`src/rtl/ex_hazard_ctrl.sv`:
```
// ex_hazard_ctrl -- load-use stall, taken-branch flush and EX operand forwarding control.
// Rev 1.0
`default_nettype none

module ex_hazard_ctrl #(
  parameter int CNT_W = 16
) (
  input  logic             clk,
  input  logic             reset_n,
  input  logic             ID_VALID,
  input  logic [4:0]       RS1_ID,
  input  logic [4:0]       RS2_ID,
  input  logic             USES_RS1_ID,
  input  logic             USES_RS2_ID,
  input  logic [4:0]       RD_ID,
  input  logic             RegWrite_ID,
  input  logic             MemRead_ID,
  input  logic             BRANCH_TAKEN_MEM,
  output logic [1:0]       forwardA,
  output logic [1:0]       forwardB,
  output logic             PC_WRITE,
  output logic             IF_ID_WRITE,
  output logic             ID_EX_BUBBLE,
  output logic             IF_ID_FLUSH,
  output logic             ID_EX_FLUSH,
  output logic             EX_MEM_FLUSH,
  output logic [CNT_W-1:0] STALL_CNT,
  output logic [CNT_W-1:0] FLUSH_CNT
);

  localparam logic [0:0] S_RUN   = 1'b0;
  localparam logic [0:0] S_STALL = 1'b1;

  localparam logic [1:0] FWD_RF  = 2'b00;
  localparam logic [1:0] FWD_WB  = 2'b01;
  localparam logic [1:0] FWD_MEM = 2'b10;

  logic [0:0]       r_state;
  logic [0:0]       w_state_nxt;

  logic             r_ex_valid, r_ex_rw, r_ex_mr;
  logic [4:0]       r_ex_rd;
  logic             r_mem_valid, r_mem_rw, r_mem_mr;
  logic [4:0]       r_mem_rd;
  logic             r_wb_valid, r_wb_rw, r_wb_mr;
  logic [4:0]       r_wb_rd;

  logic [1:0]       r_fwd_a, r_fwd_b;
  logic [1:0]       w_fwd_a, w_fwd_b;
  logic [CNT_W-1:0] r_stall_cnt, r_flush_cnt;

  logic             w_ex_m1, w_ex_m2, w_mem_m1, w_mem_m2;
  logic             w_load_use, w_stall, w_flush, w_enter;
  logic             w_unused_wb;

  function automatic logic slot_match(input logic valid, input logic rw,
                                      input logic [4:0] rd, input logic [4:0] rs,
                                      input logic uses);
    return valid && rw && (rd != 5'd0) && (rd == rs) && uses;
  endfunction

  assign w_ex_m1  = slot_match(r_ex_valid,  r_ex_rw,  r_ex_rd,  RS1_ID, USES_RS1_ID);
  assign w_ex_m2  = slot_match(r_ex_valid,  r_ex_rw,  r_ex_rd,  RS2_ID, USES_RS2_ID);
  assign w_mem_m1 = slot_match(r_mem_valid, r_mem_rw, r_mem_rd, RS1_ID, USES_RS1_ID);
  assign w_mem_m2 = slot_match(r_mem_valid, r_mem_rw, r_mem_rd, RS2_ID, USES_RS2_ID);

  // WB slot is tracked for completeness; the register file is write-before-read so nothing forwards from it.
  assign w_unused_wb = ^{r_wb_valid, r_wb_rw, r_wb_mr, r_wb_rd};

  assign w_load_use = ID_VALID && r_ex_mr && (w_ex_m1 || w_ex_m2);
  assign w_flush    = BRANCH_TAKEN_MEM && reset_n;
  assign w_enter    = ID_VALID && !w_stall && !w_flush;

  always_comb begin
    w_fwd_a = FWD_RF;
    if (w_ex_m1)       w_fwd_a = FWD_MEM;
    else if (w_mem_m1) w_fwd_a = FWD_WB;
    w_fwd_b = FWD_RF;
    if (w_ex_m2)       w_fwd_b = FWD_MEM;
    else if (w_mem_m2) w_fwd_b = FWD_WB;
  end

  // State register
  always_ff @(posedge clk or negedge reset_n) begin
    if (!reset_n) r_state <= S_RUN;
    else          r_state <= w_state_nxt;
  end

  // Next-state logic; a flush suppresses the stall and so always lands in RUN.
  always_comb begin
    w_state_nxt = S_RUN;
    case (r_state)
      S_RUN:   w_state_nxt = w_stall ? S_STALL : S_RUN;
      S_STALL: w_state_nxt = S_RUN;
      default: w_state_nxt = S_RUN;
    endcase
  end

  // Output logic; in STALL the EX slot is invalid so the re-evaluated hazard cannot fire.
  always_comb begin
    w_stall      = 1'b0;
    case (r_state)
      S_RUN:   w_stall = w_load_use && !w_flush;
      S_STALL: w_stall = w_load_use && !w_flush;
      default: w_stall = 1'b0;
    endcase
    PC_WRITE     = !w_stall;
    IF_ID_WRITE  = !w_stall;
    ID_EX_BUBBLE = w_stall;
    IF_ID_FLUSH  = w_flush;
    ID_EX_FLUSH  = w_flush;
    EX_MEM_FLUSH = w_flush;
  end

  always_ff @(posedge clk or negedge reset_n) begin
    if (!reset_n) begin
      r_ex_valid  <= 1'b0;
      r_ex_rw     <= 1'b0;
      r_ex_mr     <= 1'b0;
      r_ex_rd     <= 5'd0;
      r_mem_valid <= 1'b0;
      r_mem_rw    <= 1'b0;
      r_mem_mr    <= 1'b0;
      r_mem_rd    <= 5'd0;
      r_wb_valid  <= 1'b0;
      r_wb_rw     <= 1'b0;
      r_wb_mr     <= 1'b0;
      r_wb_rd     <= 5'd0;
      r_fwd_a     <= FWD_RF;
      r_fwd_b     <= FWD_RF;
      r_stall_cnt <= '0;
      r_flush_cnt <= '0;
    end else begin
      r_wb_valid  <= r_mem_valid;
      r_wb_rw     <= r_mem_rw;
      r_wb_mr     <= r_mem_mr;
      r_wb_rd     <= r_mem_rd;
      r_mem_valid <= r_ex_valid && !w_flush;
      r_mem_rw    <= r_ex_rw;
      r_mem_mr    <= r_ex_mr;
      r_mem_rd    <= r_ex_rd;
      r_ex_valid  <= w_enter;
      r_ex_rw     <= RegWrite_ID;
      r_ex_mr     <= MemRead_ID;
      r_ex_rd     <= RD_ID;
      r_fwd_a     <= w_enter ? w_fwd_a : FWD_RF;
      r_fwd_b     <= w_enter ? w_fwd_b : FWD_RF;
      if (w_stall && (r_stall_cnt != {CNT_W{1'b1}}))
        r_stall_cnt <= r_stall_cnt + CNT_W'(1);
      if (w_flush && (r_flush_cnt != {CNT_W{1'b1}}))
        r_flush_cnt <= r_flush_cnt + CNT_W'(1);
    end
  end

  assign forwardA  = r_fwd_a;
  assign forwardB  = r_fwd_b;
  assign STALL_CNT = r_stall_cnt;
  assign FLUSH_CNT = r_flush_cnt;

endmodule

`default_nettype wire
```
`config.mk`:
```
export PLATFORM = sky130hd
export DESIGN_NAME = ex_hazard_ctrl
export DESIGN_NICKNAME = d
export VERILOG_FILES = /design/src/rtl/ex_hazard_ctrl.sv
export SDC_FILE = /design/constraint.sdc
export NUM_CORES = 1
export LEC_CHECK = 0
export CORE_UTILIZATION = 30
export DETAILED_ROUTE_END_ITERATION = 12
export SYNTH_ARGS = -nofsm -noshare
export SYNTH_HDL_FRONTEND = slang
export SYNTH_SLANG_ARGS = --single-unit
```
`constraint.sdc`:
```
create_clock -name clk -period 2.02 [get_ports clk]
set_clock_uncertainty 0.15 [all_clocks]
set_input_delay 0.202 -clock clk [delete_from_list [all_inputs] [get_ports clk]]
set_output_delay 0.202 -clock clk [all_outputs]
set_load 0.005 [all_outputs]
```
==> qor.yml, run 1 <==
run_status:
  outcome: "finished, violations left"
  failed_checks: "setup timing"
placed_design:
  dpl.cell_count: 421
  place_congestion: 0.822
  io_buffer_count: 64
  dp_worst_setup_slack_ns: -0.243
  dp_hpwl_mm: 4.36
detailed_routing:
  detail_route.vias_per_cell: 4.73
  wire_length_after_detailed_routing_mm: 5.72
  firstDrtPassIters: 4
  final_antenna_net_count: 0
  routed_wire_length_per_instance_um: 13.1
  drt_iter0_markers: 51
  via_count: 2073
  drc_errors: 0
clock_network:
  clockBufferDepth: 2
  clock_insertion_delay_worst_skew_ns: 0.30
  cts-buffers-inserted: 5
  clk_slew_on_worst_s_h_paths_ns: 0.09
  cts_htree_levels: 2
  clock_tree_from_tritoncts: "yes"
  clkSinkCount: 51
  cts-root-buf: "sky130_fd_sc_hd__clkbuf_8"
floorplanning:
  die_area_mm2: 0.00874
  core_box_area_mm2: 0.00793
  die_y_um: 93.5
  std_cell_rows: 32
  io_pins: 65
  initial_utilization_pct: 31.7
  die-width_um: 93.5
sta:
  final-max-slew-violation-count: 0
  min_period_ns: 2.14
  fmax_mhz: 467
  timing.final.crit_share_pct: 106
  finalSetupViolations: 7
  rsz0062_at_grt: "true"
  worst_hold_slack_after_final_layout_ns: 0.181
  final_critical_path_setup_slack_ns: -0.120
  worst_slew_margin_rel_pct: 57.8
  hold_viol: 0
  tightest_slew_ns: 0.633
yosys:
  synthDistinctLibCells: 48
  syn_area_mm2: 0.00251
  ys.warnings.count: 0
  yosys_register_bits: 51
  synth_sequential_area_ratio_pct: 50.8
  synthesis.instances: 220
  synth.avg_cell_area_um2: 11.4
  synth_fp_nets: 245
grt:
  grt_max_degree: 52
  global_route_wire_length_before_repair_mm: 9.25
  grt_overflow_total: 0
  groute.usage.overall_pct: 13.8
  antenna_violations_before_repair: 0
  number_of_global_route_vias_before_repair: 1936
worst_setup_path:
  cp_max_fo: 2
  critical_path_class: "reg -> out"
  critPathLaunchType: "register"
  cp_data_arrival_time_ns: 1.79
  end_kind: "output port"
  required_ns: 1.67
finish:
  multi_input_comb_area_mm2: 0.00125
  final_common_cell: "sky130_fd_sc_hd__clkdlybuf4s50_1"
  area_growth_pct: 50.2
  post_route_cells_drive_above_1_share_pct: 28.0
  num_antenna_cells: 0
  seq_area_mm2: 0.00128
  final_cell_mix: "sky130_fd_sc_hd__clkdlybuf4s50_1 (60), sky130_fd_sc_hd__dfrtp_1 (51), sky130_fd_sc_hd__buf_4 (46)"
  non_filler_instances: 438
  fillerInstances: 771
  final_util_pct: 47.6
  design.final.nets: 360
job:
  max-cap-violations: 0
min_path:
  worstHoldPathType: "in -> reg"
pwr:
  ir_worst_vdd_mv: 0.451
  power_density_mw_per_mm2: 587
  total_leakage_power_nw: 1.57
[critical path, cell delays in order (launching register included)]
cell,delay [ns]
sky130_fd_sc_hd__dfrtp_1,0.38
sky130_fd_sc_hd__or4_4,0.54
sky130_fd_sc_hd__o211ai_4,0.20
sky130_fd_sc_hd__nor2_2,0.06
sky130_fd_sc_hd__and2_4,0.15
sky130_fd_sc_hd__inv_2,0.05
sky130_fd_sc_hd__buf_2,0.10
[synthesized netlist by cell type, drive strengths merged]
master,n,area (um^2)
clkbuf,1,13.8
nand2,13,51.3
nand4b,1,8.76
nor4b,1,15.0
xor2,13,114
o21a,1,7.51
nor2,13,51.3
a21oi,3,15.0
o311a,1,10.0
or4,2,18.8
and3,7,50.1
nand4,19,125
a21o,1,7.51
inv,6,22.5
o211ai,1,21.3
xnor2,35,307
ha,2,25.0
o22ai,1,12.5
dfrtp,51,1280
nor4,4,31.3
nand3,16,85.1
or2,2,12.5
mux2i,1,10.0
and4,3,28.8
nor3b,2,15.0
nor3,4,30.0
o21ai,2,10.0
mux2,3,33.8
a211oi,1,7.51
and2,4,30.0
buf,4,33.8
a2111oi,2,30.0
[sequential cells by signal, indices dropped and copies added (netlist names)]
signal,flops
r_ex_valid,1
forwardB,2
forwardA,2
r_ex_rd,5
r_ex_mr,1
STALL_CNT,16
r_ex_rw,1
r_mem_rd,5
r_mem_rw,1
FLUSH_CNT,16
r_mem_valid,1
[timing repair]
action	in CTS	in global routing
hold endpoints to repair	51	0
endpoints found under the setup margin	5	14
buffers inserted	2	7
cloned	0	0
resized for setup	14	15
pin swaps	6	9
hold buffers	1	0
[through the flow]
step | power (W) | TNS [ns] | area [um^2]
after floorplan | 0.00134 | -0.0251 | 2510
after global placement | 0.00163 | -0.747 | 3530
after detailed placement | 0.00164 | -1.00 | 3530
after CTS | 0.00223 | -0.776 | 3640
after global routing | 0.00235 | -1.36 | 3770
final | 0.00221 | -0.535 | 3770
[area by class of cell]
| type | count | area share, % |
|---|---|---|
| Timing Repair Buffer | 113 | 26.7 |
| Inverter | 6 | 0.597 |
| Tap cell | 102 | 3.38 |
| Clock inverter | 2 | 0.332 |
| Multi-Input combinational cell | 158 | 33.2 |
| Sequential cell | 51 | 33.8 |
| Clock buffer | 6 | 1.92 |
[kinds of logic (layout without fill, tap and decap cells)]
| family | count (synthesis) | in the layout | share of synthesized area [%] |
|---|---|---|---|
| and+or+nand+nor | 91 | 91 | 22.0 |
| DFF | 51 | 51 | 50.8 |
| xor gates and xnor gates | 48 | 48 | 16.7 |
| AOI/OAI and AO/OA | 13 | 13 | 4.84 |
| buffers and inverters | 11 | 127 | 2.79 |
| muxes | 4 | 4 | 1.74 |
| adders and majority gates | 2 | 2 | 0.997 |
[final timing paths]
| kind | start | end | slack (ns) | cells after the start |
|---|---|---|---|---|
| max | r_ex_rd[1]$_DFF_PN0_ | IF_ID_WRITE | -0.12 | 6 |
| min | MemRead_ID | r_ex_mr$_DFF_PN0_ | 0.18 | 1 |
| max reg2reg | r_ex_rd[1]$_DFF_PN0_ | forwardB[0]$_DFF_PN0_ | -0.10 | 8 |
| min reg2reg | r_ex_rw$_DFF_PN0_ | r_mem_rw$_DFF_PN0_ | 0.30 | 0 |
| max in group asynchronous | reset_n | FLUSH_CNT[1]$_DFFE_PN0P_ | 0.84 | 3 |
| min in group asynchronous | reset_n | STALL_CNT[13]$_DFFE_PN0P_ | 0.44 | 3 |
[power breakdown]
| part | internal, W | switching, W | total, W |
|---|---|---|---|
| logic | 0.000292 | 0.000180 | 0.000472 |
| clock network | 0.000243 | 0.000325 | 0.000568 |
| registers | 0.00109 | 0.0000783 | 0.00117 |
| total | 0.00163 | 0.000584 | 0.00221 |
[per-layer routing]
layer | GRT usage (%) | up-vias | wire [um]
met5 | 0 | - | 0
met2 | 22.4 | 57 | 2740
met3 | 2.52 | 6 | 312
met4 | 5.26 | 0 | 90
li1 | - | 1004 | -
met1 | 18.2 | 1006 | 2580
Power figures use the tool's default switching activity.
==> inputs of run 2 (changes only) <==
--- a/config.mk
+++ b/config.mk
@@ -7,6 +7,8 @@
 export LEC_CHECK = 0
 export CORE_UTILIZATION = 30
 export DETAILED_ROUTE_END_ITERATION = 12
+export MAX_ROUTING_LAYER = met4
+export RECOVER_POWER = 100
 export SYNTH_ARGS = -nofsm -noshare
 export SYNTH_HDL_FRONTEND = slang
 export SYNTH_SLANG_ARGS = --single-unit
==> constraint.sdc (replaced) <==
create_clock -name clk -period 2.2 [get_ports clk]
set_clock_uncertainty 0.15 [all_clocks]
set_input_delay 0.22 -clock clk [delete_from_list [all_inputs] [get_ports clk]]
set_output_delay 0.22 -clock clk [all_outputs]
set_load 0.005 [all_outputs]
==> run 2 against run 1 <==
The flow now finishes without violations. Wire length fell by 4.0%. Flip-flop and latch count did not move. Combinational power fell by 26%. Non-clock buffer count fell by 19. Critical path depth did not move. Critical endpoint is now PC_WRITE. Highest routed layer unchanged.
==> qor.yml, run 2 (synthesis results as in run 1) <==
sta:
  min_period_ns: 2.16
  finalSetupViolations: 0  # -7
  totalNegativeSetupSlack_ns: 0  # +0.535 ns
  hold_viol: 0  # unchanged
  tightest_slew_ns: 1.24  # +0.603 ns
  fmax_mhz: 462
  final-max-slew-violation-count: 0  # unchanged
  timing.final.crit_share_pct: 98.4
  worst_slew_margin_rel_pct: 17.6  # -40 points
  rsz0062_at_grt: "true"
detailed_routing:
  drc_errors: 0  # unchanged
  via_count: 1951  # -5.9%
  firstDrtPassIters: 4  # unchanged
  wire_length_after_detailed_routing_mm: 5.49  # -4.0%
  final_antenna_net_count: 0  # unchanged
  detail_route.vias_per_cell: 4.66  # -1.6%
  drt_iter0_markers: 57  # +12%
  routed_wire_length_per_instance_um: 13.1  # +0.31%
grt:
  antenna_violations_before_repair: 0  # unchanged
  grt_max_degree: 52  # unchanged
  globalRouteMet1Util_pct: 19.2  # +1.0 points
  global_route_wire_length_before_repair_mm: 9.37  # +1.3%
  grt.busiest_layer: "met2"
  groute.usage.overall_pct: 14.3  # +0.53 points
  met3_use_gr_pct: 3.01  # +0.49 points
  grt_overflow_total: 0  # unchanged
  grtUsageMet2_pct: 21.3  # -1.1 points
  number_of_global_route_vias_before_repair: 1918  # -0.93%
finish:
  fillerInstances: 747  # -3.1%
  final_common_cell: "sky130_fd_sc_hd__dfrtp_1"
  num_antenna_cells: 0  # unchanged
  final_util_pct: 44.6  # -3.0 points
  area_growth_pct: 40.7
  post_route_cells_drive_above_1_share_pct: 20.5  # -7.5 points
  final_cell_mix: "sky130_fd_sc_hd__dfrtp_1 (51), sky130_fd_sc_hd__dlygate4sd3_1 (44), sky130_fd_sc_hd__xnor2_1 (35)"
  design.final.nets: 341  # -5.3%
min_path:
  worst_hold_path.num_cells: 0  # -1
  worstHoldPathType: "reg -> reg"
worst_setup_path:
  critPathLaunchType: "register"
  r2r.worst_path.cells: 7  # -1
  cp_max_fo: 2  # unchanged
  critical_path.n_buffers_inverters: 2  # unchanged
  crit_path_top_delay_cell: "sky130_fd_sc_hd__or4_4"
  crit_family: "simple AND/OR/NAND/NOR gates"
  critical_path_class: "reg -> out"
  critPathMaxStageDelay_ns: 0.55  # about the same
  required_ns: 1.83  # +0.16 ns
  end_kind: "output port"
  cp_data_arrival_time_ns: 1.79  # about the same
  worstPathCellList: "or4_4 -> o211ai_4 -> nor2_2 -> and2_4 -> inv_2 -> buf_2"
  critical_path_depth: 6  # unchanged
floorplanning:
  io_pins: 65  # unchanged
  initial_utilization_pct: 31.7  # unchanged
  std_cell_rows: 32  # unchanged
  core_box_area_mm2: 0.00793  # unchanged
  die_area_mm2: 0.00874  # unchanged
  die_y_um: 93.5  # unchanged
  die-width_um: 93.5  # unchanged
clock_network:
  clock_tree_from_tritoncts: "yes"
  cts_htree_levels: 2  # unchanged
  clk_slew_on_worst_s_h_paths_ns: 0.09  # about the same
  cts-root-buf: "sky130_fd_sc_hd__clkbuf_8"
  clkSinkCount: 51  # unchanged
  clock_insertion_delay_worst_skew_ns: 0.30  # about the same
  clockBufferDepth: 2  # unchanged
  cts-buffers-inserted: 5  # unchanged
pwr:
  ir_worst_vdd_mv: 0.390  # -13%
  swShare_pct: 27.3  # +0.95 points
  switching_power_w: 0.000540  # -7.5%
  clockPowerShare_pct: 27.1  # +1.4 points
  seq_power_share_pct: 55.4  # +2.4 points
  total_leakage_power_nw: 1.52  # -3.1%
  comb_power_share_pct: 17.6  # -3.7 points
  power_density_mw_per_mm2: 559  # -4.7%
  p_int_w: 0.00143  # -12%
placed_design:
  place_congestion: 0.848  # +3.2%
  dp_hpwl_mm: 4.25  # -2.6%
  io_buffer_count: 64  # unchanged
run_status:
  outcome: "complete, no violations"
job:
  max-cap-violations: 0  # unchanged
## run 2: per-stage QoR
stage	hold slack, ns	setup slack [ns]	std cells	area, um^2	power (W)
global placement	0.274	-0.0601	407	3420	0.00147
CTS	0.180	-0.0367	419	3540	0.00203
detailed placement	0.281	-0.0959	407	3420	0.00148
finish	0.296	0.0360	419	3530	0.00197
floorplan	-0.226	0.137	220	2510	0.00123
global route	0.284	-0.0642	419	3530	0.00210
## run 2: what timing repair did
item / 4_1_cts / 5_1_grt
setup buffers: 3 / 0
endpoints found under the hold margin: 51 / 0
resized for setup: 14 / 2
hold buffers: 1 / 0
pin swaps: 3 / 4
endpoints found under the setup margin: 3 / 8
## run 2: worst register-to-register path, cell delays in order, from the launching register on
cell                        delay (ns)
sky130_fd_sc_hd__dfrtp_1          0.38
sky130_fd_sc_hd__or4_4            0.55
sky130_fd_sc_hd__o211ai_4         0.20
sky130_fd_sc_hd__buf_4            0.14
sky130_fd_sc_hd__buf_4            0.10
sky130_fd_sc_hd__nor3_2           0.06
sky130_fd_sc_hd__buf_4            0.14
sky130_fd_sc_hd__a2111oi_4        0.33
## run 2: final cells by class
cell class	instances	area [um^2]	share of cell area, %
inverters	6	22.5	0.638
multi-input cells	158	1180	33.3
flip-flops and latches	51	1280	36.1
well taps	102	128	3.61
clock inverters	3	20.0	0.567
repair buffers	94	840	23.8
clock buffers	5	68.8	1.95
## run 2: per-layer routing
metal  up-vias  wire [um]
li1        969          -
met1       908       2660
met2        64       2450
met3        10        273
met4         0         98
met5         -          0
## run 2: path summary, 6_finish.rpt
kind / start / endpoint / slack (ns)
setup reg to reg: r_ex_rd[1]$_DFF_PN0_ / forwardB[0]$_DFF_PN0_ / 0.05
hold reg to reg: r_ex_rw$_DFF_PN0_ / r_mem_rw$_DFF_PN0_ / 0.30
min in group asynchronous: reset_n / STALL_CNT[13]$_DFFE_PN0P_ / 0.72
hold / removal: r_ex_rw$_DFF_PN0_ / r_mem_rw$_DFF_PN0_ / 0.30
max in group asynchronous: reset_n / r_mem_rd[1]$_DFF_PN0_ / 0.43
setup / recovery: r_ex_rd[1]$_DFF_PN0_ / PC_WRITE / 0.04
## run 2: power groups by stage
stage | clock network [W] | logic (W) | registers, W
floorplan | 0 | 0.000134 | 0.00110
global placement | 0 | 0.000359 | 0.00111
detailed placement | 0 | 0.000367 | 0.00111
CTS | 0.000563 | 0.000375 | 0.00110
global route | 0.000614 | 0.000380 | 0.00111
finish | 0.000535 | 0.000347 | 0.00109
